$ cat src/rtl/regfile_pkg.sv
// Shared register-file constants and helpers, imported by the pipeline top and
// the multiport register file.
package regfile_pkg;

  localparam int DEFAULT_DATA_WIDTH = 8;
  localparam int DEFAULT_REG_COUNT  = 16;
  localparam int DEFAULT_PC_INDEX   = 15;

  // Address bits needed to index count registers (count >= 2).
  function automatic int addr_width(input int count);
    return (count <= 2) ? 1 : $clog2(count);
  endfunction

endpackage

$ cat src/rtl/regfile_read_port.sv
// One combinational read port: PC select, same-cycle write bypass (highest
// write port wins) and busy qualification against a same-cycle writeback.
module regfile_read_port
  import regfile_pkg::*;
#(
  parameter int DATA_WIDTH  = DEFAULT_DATA_WIDTH,
  parameter int AW          = 4,
  parameter int WRITE_PORTS = 1,
  parameter int PC_INDEX    = DEFAULT_PC_INDEX,
  parameter int BYPASS      = 1
) (
  input  logic [AW-1:0]                     addr,
  input  logic [DATA_WIDTH-1:0]             stored_data,
  input  logic                              stored_busy,
  input  logic [DATA_WIDTH-1:0]             pc_value,
  input  logic [WRITE_PORTS-1:0]            write_enable,
  input  logic [WRITE_PORTS*AW-1:0]         write_addr,
  input  logic [WRITE_PORTS*DATA_WIDTH-1:0] write_data,
  output logic [DATA_WIDTH-1:0]             data,
  output logic                              busy
);

  localparam logic [AW-1:0] PC_ADDR = AW'(PC_INDEX);

  logic                  hit;
  logic [DATA_WIDTH-1:0] fwd;

  always_comb begin
    hit = 1'b0;
    fwd = stored_data;
    // Ascending scan: the last matching (highest-index) port overrides.
    for (int j = 0; j < WRITE_PORTS; j++) begin
      if (BYPASS != 0 && write_enable[j] && write_addr[j*AW +: AW] == addr) begin
        hit = 1'b1;
        fwd = write_data[j*DATA_WIDTH +: DATA_WIDTH];
      end
    end
    if (addr == PC_ADDR) begin
      data = pc_value;
      busy = 1'b0;
    end else begin
      data = fwd;
      busy = stored_busy & ~hit;
    end
  end

endmodule

$ cat src/rtl/regfile_multiport.sv
// Multiport register file with PC read-through, optional write-to-read bypass
// and a per-register busy scoreboard feeding the hazard unit.
module regfile_multiport
  import regfile_pkg::*;
#(
  parameter int DATA_WIDTH  = DEFAULT_DATA_WIDTH,
  parameter int REG_COUNT   = DEFAULT_REG_COUNT,
  parameter int READ_PORTS  = 2,
  parameter int WRITE_PORTS = 1,
  parameter int PC_INDEX    = DEFAULT_PC_INDEX,
  parameter int BYPASS      = 1,
  localparam int AW         = addr_width(REG_COUNT)
) (
  input  logic                              clk,
  input  logic                              reset,
  input  logic [READ_PORTS*AW-1:0]          readAddr,
  output logic [READ_PORTS*DATA_WIDTH-1:0]  readData,
  output logic [READ_PORTS-1:0]             readBusy,
  input  logic [WRITE_PORTS-1:0]            writeEnable,
  input  logic [WRITE_PORTS*AW-1:0]         writeAddr,
  input  logic [WRITE_PORTS*DATA_WIDTH-1:0] writeData,
  input  logic                              reserveEnable,
  input  logic [AW-1:0]                     reserveAddr,
  input  logic [DATA_WIDTH-1:0]             pcValue
);

  localparam logic [AW-1:0] PC_ADDR = AW'(PC_INDEX);

  logic [DATA_WIDTH-1:0]  regs [REG_COUNT];
  logic [REG_COUNT-1:0]   busy;
  logic [REG_COUNT-1:0]   busy_next;
  logic [WRITE_PORTS-1:0] write_live;

  // Writes issued while reset is held are never forwarded.
  assign write_live = reset ? '0 : writeEnable;

  always_comb begin
    busy_next = busy;
    for (int j = 0; j < WRITE_PORTS; j++) begin
      if (writeEnable[j]) busy_next[writeAddr[j*AW +: AW]] = 1'b0;
    end
    // Reserve applied last so a new producer outranks a retiring one.
    if (reserveEnable) busy_next[reserveAddr] = 1'b1;
    busy_next[PC_INDEX] = 1'b0;
  end

  always_ff @(posedge clk) begin
    if (reset) begin
      for (int r = 0; r < REG_COUNT; r++) regs[r] <= '0;
      busy <= '0;
    end else begin
      for (int j = 0; j < WRITE_PORTS; j++) begin
        if (writeEnable[j] && writeAddr[j*AW +: AW] != PC_ADDR)
          regs[writeAddr[j*AW +: AW]] <= writeData[j*DATA_WIDTH +: DATA_WIDTH];
      end
      busy <= busy_next;
    end
  end

  for (genvar k = 0; k < READ_PORTS; k++) begin : g_read
    logic [AW-1:0] addr;
    assign addr = readAddr[k*AW +: AW];

    regfile_read_port #(
      .DATA_WIDTH (DATA_WIDTH),
      .AW         (AW),
      .WRITE_PORTS(WRITE_PORTS),
      .PC_INDEX   (PC_INDEX),
      .BYPASS     (BYPASS)
    ) u_port (
      .addr        (addr),
      .stored_data (regs[addr]),
      .stored_busy (busy[addr] & ~reset),
      .pc_value    (pcValue),
      .write_enable(write_live),
      .write_addr  (writeAddr),
      .write_data  (writeData),
      .data        (readData[k*DATA_WIDTH +: DATA_WIDTH]),
      .busy        (readBusy[k])
    );
  end

  // Only reachable when REG_COUNT is not a power of two.
  always_ff @(posedge clk) begin
    for (int k = 0; k < READ_PORTS; k++)
      assert (int'(readAddr[k*AW +: AW]) < REG_COUNT);
    for (int j = 0; j < WRITE_PORTS; j++)
      assert (!writeEnable[j] || int'(writeAddr[j*AW +: AW]) < REG_COUNT);
    assert (!reserveEnable || int'(reserveAddr) < REG_COUNT);
  end

endmodule

$ cat config.mk
export PLATFORM = sky130hd
export DESIGN_NAME = regfile_multiport
export DESIGN_NICKNAME = d
export VERILOG_FILES = /design/src/rtl/regfile_pkg.sv /design/src/rtl/regfile_read_port.sv /design/src/rtl/regfile_multiport.sv
export SDC_FILE = /design/constraint.sdc
export NUM_CORES = 1
export LEC_CHECK = 0
export ABC_AREA = 0
export CORE_AREA = 8 8 191 193
export CTS_CLUSTER_DIAMETER = 30
export DETAILED_ROUTE_END_ITERATION = 10
export DIE_AREA = 0 0 199 201
export GPL_TIMING_DRIVEN = 0
export SYNTH_ARGS = -nofsm -noshare
export SYNTH_HDL_FRONTEND = slang
export SYNTH_SLANG_ARGS = --single-unit
$ cat constraint.sdc
create_clock -name clk -period 3.2 [get_ports clk]
set_clock_uncertainty 0.1 [all_clocks]
set_input_delay 0.64 -clock clk [delete_from_list [all_inputs] [get_ports clk]]
set_output_delay 0.64 -clock clk [all_outputs]
set_load 0.02 [all_outputs]
# Word-level counts from Yosys, hierarchy flattened
# Memory sizes are Yosys's and may differ from the RTL's.
# Index checks and enable logic that the tools add are counted.
[word_totals]
ram_bits = 128
regBits = 15
out_inout_bits = 18
elab_cells = 56
n_memories = 1
inputBits = 36
[mem_list]
columns = ["name", "depth", "word_bits", "rd", "rd_ports_with_merged_regs", "wr", "line_no", "source"]
rows = [
  ["regs", 16, 8, 2, 0, 16, "regfile_multiport.sv:29", "logic [DATA_WIDTH-1:0] regs [REG_COUNT];"],
]
[op_classes]
n_eq_ne = 5
n_reduce_logical = 6
bitwise = 10
magnitude_cmp = 6
muxes = 27
[op_table]
columns = ["cell", "count"]
rows = [
  ["$mux W8", 5],
  ["$mux W15", 2],
  ["$lt A4 B5 Y1 const B", 4],
  ["$and A15 B15 Y15", 1],
  ["$mux W1", 15],
  ["$not A15 Y15", 1],
  ["$or A15 B15 Y15", 1],
  ["$bmux W1 S4", 2],
  ["$demux W1 S4", 2],
  ["$eq A4 B4 Y1", 2],
  ["$eq A4 B4 Y1 const B", 2],
  ["$ge A4 B1 Y1 const B", 2],
  ["$reduce_or A8 Y1", 1],
  ["$logic_and A1 B1 Y1", 5],
  ["$and A1 B1 Y1", 4],
  ["$mux W4", 1],
  ["$ne A4 B4 Y1 const B", 1],
  ["$not A1 Y1", 3],
]

# Depth between registers and ports, before layout
[logic_depth]
word_depth = 9
mapped_depth = 8
ltp_nobuf = 4

# Cells and area by module
# Synthesis repeated with hierarchy kept, for this count alone.
[unflattened]
hier_cells = 658
area_unflattened_um2 = 8304.2
[modules_own_cells]
columns = ["module", "seq_area_each_um2", "cells_each", "area_per_inst_um2", "n_inst"]
rows = [
  ["regfile_multiport", 4144.0, 558, 7691.1, 1],
  ["regfile_read_port", 0.0, 50, 306.5, 2],
]

# Worst setup path after synthesis
# No wires, ideal clock.
[synth_path]
kind = "input-to-output"
from = "in readAddr[0]"
to = "out readBusy[0]"
arrival_ns = 2.230
path_buffers = 3
required_time_ns = 2.460
slack_ns = 0.230
stages = 6
path_cell_list = "clkbuf_1 -> buf_6 -> mux4_2 -> mux4_2 -> and4_1 -> buf_4"
[synth_between]
elab_chain_len = 6
word_cells_on_any_way = 10
cone_classes = "eq/ne: 2; mux: 4; bitwise: 3; reduce/logical: 1"
[synth_rtl]
columns = ["item", "line_no", "source"]
rows = [
  ["start: declaration", "regfile_multiport.sv:16", "input logic [READ_PORTS*AW-1:0] readAddr,"],
  ["branches (longest 5 deep; another with $bmux W1 S4)", "n/a", ""],
  ["$mux W1 *", "regfile_read_port.sv:38", "if (addr == PC_ADDR) begin"],
  ["end: declaration", "regfile_multiport.sv:18", "output logic [READ_PORTS-1:0] readBusy,"],
]
# Mark *: on every way between the ends. The select of a mux whose other input is x is not followed.

# Worst setup path after layout
[layout_path]
from = "in readAddr[0]"
to = "out readData[3]"
[layout_between]
elab_chain_len = 4
word_cells_on_any_way = 6
cone_classes = "eq/ne: 2; mux: 2; reduce/logical: 1; memory: 1"
[layout_rtl]
columns = ["item", "line_no", "source"]
rows = [
  ["branches (longest 3 deep; another with $mem_v2 Z16 W8)", "n/a", ""],
  ["$mux W8 *", "regfile_read_port.sv:38", ""],
  ["end: declaration", "regfile_multiport.sv:17", "output logic [READ_PORTS*DATA_WIDTH-1:0] readData,"],
]
# Mark *: on every way between the ends.

==> results.cfg <==
[run_status]
status = complete, but fails checks
failed_checks = negative setup slack

[sta]
timing.hold.ws_ns = 0.378
finalMaxSlewViolations = 0
setup-violations-final = 1
final.min_clock_period_ns = 3.21
max_freq_mhz = 311
hold_viol = 0
timing.setup.tns_ns = -0.0109
period_share_pct = 100
maxSlewHeadroom_pct = 8.72
setup_ws_ns = -0.0109
worst_pin_slew_ns = 1.36

[pwr]
p_leak_nw = 3.23
finalPower_mw = 4.98
combPwrFrac_pct = 16.8
seqPwrFrac_pct = 44.9
pwr_density_cell_nw_per_um2 = 495
swShare_pct = 28.4
ir_worst_vdd_mv = 0.383
p_int_mw = 3.57
switchingPower_mw = 1.41
clkPwrFrac_pct = 38.4

[placed_design]
dp_hpwl_mm = 21.7
place_congestion = 0.914
placed_area_um2 = 9220
port-buffer-count = 41

[final_layout]
antenna_cells = 0
area_growth_pct = 22.7
final_area_um2 = 10100
layout-drive-gt1-share_pct = 28.0
final_net_count = 757

[critical_path]
crit_slowest_cell = mux4_2
regToRegStartpoint = busy[9]
endpoint_kind = output port
cp_cell_sequence = clkbuf_2 > buf_6 > buf_6 > mux4_2 > mux2i_1 > mux2_2 > o221ai_2 > buf_2
critPathKind = in -> out
worstPathRequired_ns = 2.46
r2r-end = busy[9]
rrSetupSlack_ns = 2.42
cp_common_cell = buf_6
max_stage_delay_ns = 0.54
crit_start = readAddr[0]
crit_path_max_fanout = 7
worst_ep_arrival_time_ns = 2.47
start_kind = input pin
reg2regPathDepth = 2

[synthesis]
synth_edf_count = 128
synth.avg_cell_area_um2 = 12.8
synth-seq-area-share_pct = 50.5
syn-cell-area_um2 = 8200
synth_warnings = 0
synth_cells = 642
dominantRegCellSynth = edfxtp_1
ys_ff_latch = 143
async_flop_share_pct = 0
ys_types = 43

[floorplan]
die-area_um2 = 40000
num_io_pins = 54
core_um2 = 33300
fp-row-count = 67
die_h_um = 201
die_x_um = 199
start_util_pct = 24.6

[global_route]
antenna_found_initial = 0
gr-total-overflow = 0
first_global_vias = 6199
track_usage_pct = 14.1
grt_max_degree = 17
grt_pass1_wl_mm = 41.6

[clocking]
cts.sinks = 143
hold_buffers = 0
clockRootBuffer = clkbuf_16
h-tree-depth = 4
clock_latency_ns = 0.42
cts_max_path_buffers = 2
clkTransAtPathRegs_ns = 0.06
cts_buffers = 17
cts_tree = done

[route]
dr.pass1.iters = 5
detail-route-antenna-nets = 0
drtIter0Drc = 578
num_vias = 6415
viasPerCell = 5.43
drc = 0
wl_per_cell_um = 24.2
routed_wl_mm = 28.6

[worst_hold_path]
min_delay_worst_endpoint = busy[3]
hp-start = busy[3]
worstHoldPathCells = 2
worstHoldPathType = reg -> reg

[flow_run]
drv_cap = 0
==> worst max path at each step <==
| stage | slack, ns | to | cells after the start |
|---|---|---|---|
| global placement | -1.00 | readData[3] | 7 |
| detailed placement | -1.04 | readData[6] | 7 |
| floorplan | 0.23 | readBusy[0] | 6 |
| global route | -0.03 | readData[3] | 8 |
| CTS | -0.01 | readData[9] | 9 |
| finish | -0.01 | readData[3] | 8 |
==> layout make-up <==
type,count,area [um^2]
fillers,3378,23200
flip-flops and latches,143,4140
multi-input cells,409,3840
well taps,448,561
repair buffers,56,468
plain buffers,78,427
clock buffers,17,425
clock inverters,14,131
inverters,16,61.3
==> synth_stat cells, drive strengths merged (9+ instances only) <==
| cell type | count | area share [%] |
|---|---|---|
| a21oi | 9 | 0.55 |
| buf | 26 | 1.7 |
| clkbuf | 55 | 2.5 |
| dfxtp | 15 | 3.7 |
| edfxtp | 128 | 47 |
| mux2 | 16 | 2.2 |
| mux2i | 34 | 4.2 |
| mux4 | 65 | 18 |
| nand2 | 33 | 1.5 |
| nor2 | 15 | 0.69 |
| nor3 | 72 | 4.4 |
| nor4 | 50 | 4.0 |
| o21ai | 33 | 2.0 |
==> cell families after synthesis <==
family | after synthesis | synth area share (%)
multiplexers | 115 | 24.2
buffers and inverters | 97 | 4.98
AND/OR/NAND/NOR | 197 | 12.9
other | 1 | 0.0457
XOR/XNOR | 8 | 0.855
flip-flops | 143 | 50.5
AO/OA/AOI/OAI | 81 | 6.50
==> layer usage <==
| layer | global-route usage [%] | wire length, um | vias up |
|---|---|---|---|
| li1 | - | - | 2733 |
| met2 | 22.2 | 13100 | 445 |
| met1 | 17.8 | 10900 | 3160 |
| met5 | 0 | 0 | - |
| met3 | 2.72 | 3030 | 77 |
| met4 | 7.76 | 1580 | 0 |
==> layout by cell type (no fill, tap or decap), types with 6 or more instances in the layout <==
| cell | count |
|---|---|
| nor2_1 | 15 |
| clkbuf_1 | 40 |
| mux4_2 | 65 |
| nor3_1 | 72 |
| clkbuf_2 | 13 |
| clkbuf_16 | 17 |
| inv_1 | 8 |
| o221ai_1 | 6 |
| buf_2 | 15 |
| edfxtp_1 | 128 |
| a21oi_1 | 9 |
| buf_4 | 22 |
| o21ai_1 | 8 |
| nand2b_1 | 7 |
| dfxtp_1 | 15 |
| xor2_1 | 8 |
| clkdlybuf4s50_1 | 22 |
| mux2_2 | 16 |
| o21ai_0 | 21 |
| buf_6 | 7 |
| nor4_1 | 48 |
| clkinv_1 | 8 |
| mux2i_1 | 34 |
| conb_1 | 8 |
| nand2_1 | 33 |
| a41o_1 | 7 |
==> flip-flops by register name, indices dropped and copies added (netlist names) <==
register  cells
busy         15
regs        128
==> power groups by stage <==
| stage | clock network, mW | logic (mW) | registers, mW |
|---|---|---|---|
| after floorplan | 0 | 0.495 | 2.21 |
| after global placement | 0 | 0.777 | 2.26 |
| after detailed placement | 0 | 0.784 | 2.26 |
| after CTS | 1.91 | 0.809 | 2.23 |
| after global routing | 1.98 | 0.870 | 2.24 |
| final | 1.91 | 0.835 | 2.23 |
==> critical path, delay by kind of cell <==
family	cells	cell delay [ns]
muxes	3	1.01
buffers and inverters	4	0.69
AOI/OAI and AO/OA	1	0.13
==> stage by stage <==
stage | utilization, % | setup slack [ns] | cells
floorplan | - | 0.230 | 649
finish | 30.2 | -0.0109 | 1181
detailed placement | 27.7 | -1.04 | 1141
global placement | 27.6 | -1.00 | 1138
global route | 30.2 | -0.0275 | 1181
CTS | 30.0 | -0.0106 | 1173
==> timing repair <==
action | in CTS | in global routing
endpoints found under the setup margin | 26 | 12
buffers inserted | 2 | 10
pin swaps | 7 | 5
resized for setup | 153 | 16
Power figures use the tool's default switching activity.
